$ cat src/rtl/mips_mc_control.sv
// mips_mc_control: multi-cycle main control FSM for the MIPS core.
// Latency: lw 5, sw/R-type/addi 4, beq/j 3 cycles, plus one per memory wait cycle.
// Backpressure: FETCH/MEMRD/MEMWR hold with mem_req stable until i_mem_ready.
//
// Ports:
//   i_clk, i_reset        rising-edge clock, synchronous active-high reset
//   i_op, i_funct         instruction[31:26] / [5:0] from the instruction register
//   i_zero                ALU zero flag (beq)
//   i_mem_ready           memory completed the current access this cycle
//   o_mem_req/o_memwrite  memory request and write strobe, o_iord address select
//   o_irwrite/o_pcwrite/o_regwrite  datapath enables
//   o_regdst/o_memtoreg/o_alusrca/o_alusrcb/o_pcsrc/o_zeroext  mux selects
//   o_alucontrol          4-bit ALU operation, o_illegal one-cycle fault pulse
//   o_state               current state encoding (debug)
//
// Build option: define MIPS_CTRL_IMMLOGIC_EN to add andi/ori (state LOGIEX).
module mips_mc_control (
  input  logic       i_clk,
  input  logic       i_reset,
  input  logic [5:0] i_op,
  input  logic [5:0] i_funct,
  input  logic       i_zero,
  input  logic       i_mem_ready,
  output logic       o_mem_req,
  output logic       o_memwrite,
  output logic       o_iord,
  output logic       o_irwrite,
  output logic       o_pcwrite,
  output logic       o_regwrite,
  output logic       o_regdst,
  output logic       o_memtoreg,
  output logic       o_alusrca,
  output logic [1:0] o_alusrcb,
  output logic [1:0] o_pcsrc,
  output logic       o_zeroext,
  output logic [3:0] o_alucontrol,
  output logic       o_illegal,
  output logic [3:0] o_state
);

  typedef enum logic [3:0] {
    S_FETCH   = 4'd0,
    S_DECODE  = 4'd1,
    S_MEMADR  = 4'd2,
    S_MEMRD   = 4'd3,
    S_MEMWB   = 4'd4,
    S_MEMWR   = 4'd5,
    S_RTYPEEX = 4'd6,
    S_RTYPEWB = 4'd7,
    S_BEQEX   = 4'd8,
    S_ADDIEX  = 4'd9,
    S_ADDIWB  = 4'd10,
    S_JEX     = 4'd11,
    S_LOGIEX  = 4'd12
  } state_t;

  localparam logic [3:0] ALU_AND = 4'b0000;
  localparam logic [3:0] ALU_OR  = 4'b0001;
  localparam logic [3:0] ALU_ADD = 4'b0010;
  localparam logic [3:0] ALU_SUB = 4'b0110;
  localparam logic [3:0] ALU_SLL = 4'b1110;
  localparam logic [3:0] ALU_SLT = 4'b0111;

  localparam logic [5:0] OP_RTYPE = 6'b000000;
  localparam logic [5:0] OP_J     = 6'b000010;
  localparam logic [5:0] OP_BEQ   = 6'b000100;
  localparam logic [5:0] OP_ADDI  = 6'b001000;
  localparam logic [5:0] OP_LW    = 6'b100011;
  localparam logic [5:0] OP_SW    = 6'b101011;
`ifdef MIPS_CTRL_IMMLOGIC_EN
  localparam logic [5:0] OP_ANDI  = 6'b001100;
  localparam logic [5:0] OP_ORI   = 6'b001101;
`endif

  state_t     r_state;
  state_t     w_next;
  logic       w_mem_req, w_memwrite, w_iord, w_irwrite, w_pcwrite;
  logic       w_regwrite, w_regdst, w_memtoreg, w_alusrca, w_illegal;
  logic [1:0] w_alusrcb, w_pcsrc;
  logic [3:0] w_alucontrol;
`ifdef MIPS_CTRL_IMMLOGIC_EN
  logic       w_zeroext;
`endif

  always_ff @(posedge i_clk) begin
    if (i_reset) r_state <= S_FETCH;
    else         r_state <= w_next;
  end

  // Next state and per-state outputs; FETCH and BEQEX carry Mealy terms.
  always_comb begin
    w_next       = r_state;
    w_mem_req    = 1'b0;
    w_memwrite   = 1'b0;
    w_iord       = 1'b0;
    w_irwrite    = 1'b0;
    w_pcwrite    = 1'b0;
    w_regwrite   = 1'b0;
    w_regdst     = 1'b0;
    w_memtoreg   = 1'b0;
    w_alusrca    = 1'b0;
    w_alusrcb    = 2'b00;
    w_pcsrc      = 2'b00;
    w_alucontrol = ALU_AND;
    w_illegal    = 1'b0;
`ifdef MIPS_CTRL_IMMLOGIC_EN
    w_zeroext    = 1'b0;
`endif
    case (r_state)
      S_FETCH: begin
        w_mem_req    = 1'b1;
        w_alusrcb    = 2'b01;
        w_alucontrol = ALU_ADD;
        w_irwrite    = i_mem_ready;
        w_pcwrite    = i_mem_ready;
        if (i_mem_ready) w_next = S_DECODE;
      end
      S_DECODE: begin
        // Branch target precomputed here so BEQEX can select ALUOut.
        w_alusrcb    = 2'b11;
        w_alucontrol = ALU_ADD;
        case (i_op)
          OP_LW, OP_SW: w_next = S_MEMADR;
          OP_RTYPE:     w_next = S_RTYPEEX;
          OP_BEQ:       w_next = S_BEQEX;
          OP_ADDI:      w_next = S_ADDIEX;
          OP_J:         w_next = S_JEX;
`ifdef MIPS_CTRL_IMMLOGIC_EN
          OP_ANDI, OP_ORI: w_next = S_LOGIEX;
`endif
          default: begin
            w_illegal = 1'b1;
            w_next    = S_FETCH;
          end
        endcase
      end
      S_MEMADR: begin
        w_alusrca    = 1'b1;
        w_alusrcb    = 2'b10;
        w_alucontrol = ALU_ADD;
        w_next       = (i_op == OP_SW) ? S_MEMWR : S_MEMRD;
      end
      S_MEMRD: begin
        w_mem_req = 1'b1;
        w_iord    = 1'b1;
        if (i_mem_ready) w_next = S_MEMWB;
      end
      S_MEMWB: begin
        w_regwrite = 1'b1;
        w_memtoreg = 1'b1;
        w_next     = S_FETCH;
      end
      S_MEMWR: begin
        w_mem_req  = 1'b1;
        w_memwrite = 1'b1;
        w_iord     = 1'b1;
        if (i_mem_ready) w_next = S_FETCH;
      end
      S_RTYPEEX: begin
        w_alusrca = 1'b1;
        w_next    = S_RTYPEWB;
        case (i_funct)
          6'b100000: w_alucontrol = ALU_ADD;
          6'b100010: w_alucontrol = ALU_SUB;
          6'b100100: w_alucontrol = ALU_AND;
          6'b100101: w_alucontrol = ALU_OR;
          6'b101010: w_alucontrol = ALU_SLT;
          6'b000000: w_alucontrol = ALU_SLL;
          default: begin
            // Unsupported funct: abort before writeback.
            w_illegal = 1'b1;
            w_next    = S_FETCH;
          end
        endcase
      end
      S_RTYPEWB: begin
        w_regwrite = 1'b1;
        w_regdst   = 1'b1;
        w_next     = S_FETCH;
      end
      S_BEQEX: begin
        w_alusrca    = 1'b1;
        w_alucontrol = ALU_SUB;
        w_pcsrc      = 2'b01;
        w_pcwrite    = i_zero;
        w_next       = S_FETCH;
      end
      S_ADDIEX: begin
        w_alusrca    = 1'b1;
        w_alusrcb    = 2'b10;
        w_alucontrol = ALU_ADD;
        w_next       = S_ADDIWB;
      end
      S_ADDIWB: begin
        w_regwrite = 1'b1;
        w_next     = S_FETCH;
      end
      S_JEX: begin
        w_pcsrc   = 2'b10;
        w_pcwrite = 1'b1;
        w_next    = S_FETCH;
      end
`ifdef MIPS_CTRL_IMMLOGIC_EN
      S_LOGIEX: begin
        w_alusrca    = 1'b1;
        w_alusrcb    = 2'b10;
        w_zeroext    = 1'b1;
        w_alucontrol = (i_op == OP_ORI) ? ALU_OR : ALU_AND;
        w_next       = S_ADDIWB;
      end
`endif
      default: w_next = S_FETCH;
    endcase
  end

  // Reset forces every strobe and select low, even mid memory wait.
  assign o_mem_req    = i_reset ? 1'b0  : w_mem_req;
  assign o_memwrite   = i_reset ? 1'b0  : w_memwrite;
  assign o_iord       = i_reset ? 1'b0  : w_iord;
  assign o_irwrite    = i_reset ? 1'b0  : w_irwrite;
  assign o_pcwrite    = i_reset ? 1'b0  : w_pcwrite;
  assign o_regwrite   = i_reset ? 1'b0  : w_regwrite;
  assign o_regdst     = i_reset ? 1'b0  : w_regdst;
  assign o_memtoreg   = i_reset ? 1'b0  : w_memtoreg;
  assign o_alusrca    = i_reset ? 1'b0  : w_alusrca;
  assign o_alusrcb    = i_reset ? 2'b00 : w_alusrcb;
  assign o_pcsrc      = i_reset ? 2'b00 : w_pcsrc;
  assign o_alucontrol = i_reset ? 4'b0000 : w_alucontrol;
  assign o_illegal    = i_reset ? 1'b0  : w_illegal;
`ifdef MIPS_CTRL_IMMLOGIC_EN
  assign o_zeroext    = i_reset ? 1'b0  : w_zeroext;
`else
  assign o_zeroext    = 1'b0;
`endif
  assign o_state      = r_state;

endmodule

$ cat config.mk
export PLATFORM = sky130hd
export DESIGN_NAME = mips_mc_control
export DESIGN_NICKNAME = d
export VERILOG_FILES = /design/src/rtl/mips_mc_control.sv
export SDC_FILE = /design/constraint.sdc
export NUM_CORES = 1
export LEC_CHECK = 0
export CORE_MARGIN = 10
export CORE_UTILIZATION = 38
export CTS_CLUSTER_SIZE = 8
export DETAILED_ROUTE_END_ITERATION = 8
export GPL_TIMING_DRIVEN = 0
export PLACE_DENSITY_LB_ADDON = 0.08
export SLEW_MARGIN = 20
export SYNTH_ARGS = -nofsm -noshare
export SYNTH_HDL_FRONTEND = slang
export SYNTH_SLANG_ARGS = --single-unit
$ cat constraint.sdc
create_clock -name i_clk -period 1.43 [get_ports i_clk]
set_input_delay 0.286 -clock i_clk [delete_from_list [all_inputs] [get_ports i_clk]]
set_output_delay 0.286 -clock i_clk [all_outputs]
set_load 0.02 [all_outputs]
==> reports/qor.tcl <==
set qor(via_density_per_instance) 6.21
set qor(clock_sinks) 4
set qor(drt.antenna.violating_nets) 0
set qor(cts.root.buffer_cell) {sky130_fd_sc_hd__clkbuf_4}
set qor(powerDensity_mw_per_mm2) 354
set qor(clk_latency_ps) 260
set qor(post_synthesis_cell_count) 104
set qor(remaining_drcs) 0
set qor(initial_utilization_pct) 40.4
set qor(run_status) {complete, but fails checks}
set qor(routabilityCongestion) 0.862
set qor(design.die.area_mm2) 0.00398
set qor(yosys-top-cells-area) {sky130_fd_sc_hd__dfxtp_1, sky130_fd_sc_hd__a21oi_1, sky130_fd_sc_hd__nor4_1, sky130_fd_sc_hd__nor3_1, sky130_fd_sc_hd__xor2_1}
set qor(intPower_w) 0.000333
set qor(nets) 179
set qor(finalWorstPathRequiredPeriod_ps) 1830
set qor(largest_net_degree_at_the_start_of_global_routing) 11
set qor(cts_tree) {done}
set qor(crit_path_max_fanout) 4
set qor(synth_commonest_cells) {sky130_fd_sc_hd__a21oi_1, sky130_fd_sc_hd__nor2_1, sky130_fd_sc_hd__nor3_1, sky130_fd_sc_hd__nor4_1, sky130_fd_sc_hd__o21ai_0}
set qor(antenna_cells_inserted) 0
set qor(cts_hold_buf) 0
set qor(cts_max_path_buffers) 2
set qor(ir_worst_vdd_mv) 0.487
set qor(synth_area_leader_cell) {sky130_fd_sc_hd__dfxtp_1}
set qor(place_area_mm2) 0.00128
set qor(finalHoldViolCount) 0
set qor(grt_pass1_wl_um) 6150
set qor(grt_setup_unrepaired) {yes}
set qor(critPathLaunchType) {register}
set qor(final.period_utilization_pct) 128
set qor(final.setup_skew_ps) 8.39
set qor(antenna_violations_before_repair) 0
set qor(clkSlewWorstSetupHoldPaths_ps) 40
set qor(die_y_um) 63.1
set qor(largest_register_ffs) 4
set qor(placementRows) 15
set qor(yosysSeqAreaShare_pct) 11.4
set qor(synth-seq-cells) 4
set qor(drtPass1Iterations) 4
set qor(clock_tree.htree_level_count) 1
set qor(clockPowerShare_pct) 27.8
set qor(syn-mean-instance-area_um2) 6.77
set qor(synth_top_area_share_pct) 11.4
set qor(count_of_input_and_output_buffers) 37
set qor(seqPwrFrac_pct) 20.3
set qor(async_reset_ff_share_pct) 0
set qor(place_worst_setup_slack_ps) -1120
set qor(die_x_um) 63.1
set qor(comb_power_share_pct) 51.9
set qor(number_of_drc_violations_after_detailed_routing_iteration_0) 54
set qor(switching_fraction_of_total_power_pct) 40.3
set qor(synthDistinctLibCells) 44
set qor(ios) 39
set qor(synth_edf_count) 0
set qor(fin_area_mm2) 0.00158
set qor(wire_per_inst_um) 20.9
set qor(number_of_warnings_reported_in_the_yosys_synthesis_log) 0
set qor(syn_to_final_growth_pct) 124
set qor(cap_violations) 0
set qor(detailedPlacementHpwl_um) 2130
set qor(fmaxAchievable_mhz) 547
set qor(cts_made_buffers) 3
set qor(setup_slack_ps) -397
set qor(mappedNetlistNets) 120
set qor(placeableCoreArea_mm2) 0.00175
set qor(ys_dominant_reg_cell) {sky130_fd_sc_hd__dfxtp_1}
set qor(fill_cells) 79
set qor(gr-total-overflow) 0
set qor(endpoint_kind) {primary output}
set qor(final-setup-viol-count) 19
set qor(critical_path_required_ps) 1140
set qor(failed_checks) {setup timing}
set qor(type_of_the_worst_min_delay_path) {in2reg}
set qor(layout-drive-gt1-share_pct) 58.4
set qor(synthesis.area_um2) 704
set qor(routed_wirelength_um) 3880
set qor(cellLeakagePower_nw) 0.682
set qor(grt_util_all_layers_pct) 18.8
set qor(vias) 1155
set qor(p_switching_w) 0.000225
set qor(crit_arrival_ps) 1540
set qor(maxSlewViolCount) 0
set qor(worst-setup-path-type) {reg2out}
set qor(first_global_vias) 1209
[per-stage QoR]
stage | hold slack (ps) | utilization (%) | total power, W | setup TNS [ps] | std cells
floorplan | 503 | - | 0.000245 | -102 | 104
global route | 602 | 90.3 | 0.000585 | -5990 | 186
detailed placement | 675 | 73.3 | 0.000356 | -16550 | 166
CTS | 574 | 88.5 | 0.000521 | -3670 | 183
finish | 582 | 90.3 | 0.000558 | -5000 | 186
global placement | 670 | 73.3 | 0.000352 | -16210 | 166
[critical path, stage by stage (launching register included)]
cell                       delay (ps)
sky130_fd_sc_hd__dfxtp_4          340
sky130_fd_sc_hd__nand2b_4         160
sky130_fd_sc_hd__buf_4            150
sky130_fd_sc_hd__or3_1            350
sky130_fd_sc_hd__o22ai_2          150
sky130_fd_sc_hd__buf_6            140
[per-layer routing]
layer  share of wire (%)  wire length [um]  global-route usage (%)  vias to the layer above
met5                   0                 0                       0                        -
met4                 5.0               195                    11.2                        0
met3                 5.9               228                    4.95                       22
met2                  53              2050                    34.1                       63
met1                  36              1410                    18.7                      554
li1                    -                 -                       -                      516
[cells in the final DEF (no fill, tap or decap), types with 2 or more instances in the layout]
cell,instances
sky130_fd_sc_hd__a21oi_1,5
sky130_fd_sc_hd__a21oi_2,3
sky130_fd_sc_hd__a31oi_1,2
sky130_fd_sc_hd__and3_1,3
sky130_fd_sc_hd__and3_4,3
sky130_fd_sc_hd__buf_4,23
sky130_fd_sc_hd__buf_6,12
sky130_fd_sc_hd__buf_8,2
sky130_fd_sc_hd__clkbuf_4,3
sky130_fd_sc_hd__clkbuf_8,2
sky130_fd_sc_hd__clkdlybuf4s50_1,2
sky130_fd_sc_hd__dfxtp_4,4
sky130_fd_sc_hd__dlygate4sd2_1,16
sky130_fd_sc_hd__nand2_1,3
sky130_fd_sc_hd__nand2b_1,3
sky130_fd_sc_hd__nand2b_4,2
sky130_fd_sc_hd__nor2_1,4
sky130_fd_sc_hd__nor2_2,3
sky130_fd_sc_hd__nor2_4,4
sky130_fd_sc_hd__nor3_1,4
sky130_fd_sc_hd__nor3_2,2
sky130_fd_sc_hd__nor4_2,2
sky130_fd_sc_hd__nor4_4,5
sky130_fd_sc_hd__o21ai_0,4
sky130_fd_sc_hd__o21ai_2,2
sky130_fd_sc_hd__xor2_1,3
[worst paths after layout]
kind              start          to  slack, ps  depth (start not counted)
min             i_reset  o_state[3]        580                          3
min reg2reg  o_state[2]  o_state[3]        690                          2
max          o_state[0]   o_illegal       -400                          5
max reg2reg  o_state[1]  o_state[1]        -70                          5
[cell families after synthesis]
kind of cell	share of synthesized area (%)
compound gates	31.4
xor+xnor	4.97
buf+inv	6.39
flops	11.4
mux	1.42
other cells	0.532
simple gates	43.9
[final cells by class]
class                   count  area (um^2)  share of cell area, %
flip-flops and latches      4         95.1                   6.03
multi-input cells          91          831                   52.7
clock buffers               3         22.5                   1.43
inverters                   2         7.51                  0.476
well taps                  25         31.3                   1.98
repair buffers             54          497                   31.5
plain buffers               7         92.6                   5.87
[timing repair]
item,in CTS,in global routing
gates cloned,1,0
setup buffers,13,3
gates resized for setup,157,6
setup endpoints to repair,25,20
pin swaps,10,6
endpoints found under the hold margin,0,0
[power by group through the flow]
stage / Clock [W] / Sequential [W] / Combinational (W)
2_1_floorplan: 0 / 0.000124 / 0.000120
3_3_place_gp: 0 / 0.000123 / 0.000230
3_5_place_dp: 0 / 0.000123 / 0.000233
4_1_cts: 0.000142 / 0.000116 / 0.000263
5_1_grt: 0.000166 / 0.000114 / 0.000305
6_report: 0.000155 / 0.000113 / 0.000290
Note: power is estimated with default switching activity, not from simulation.
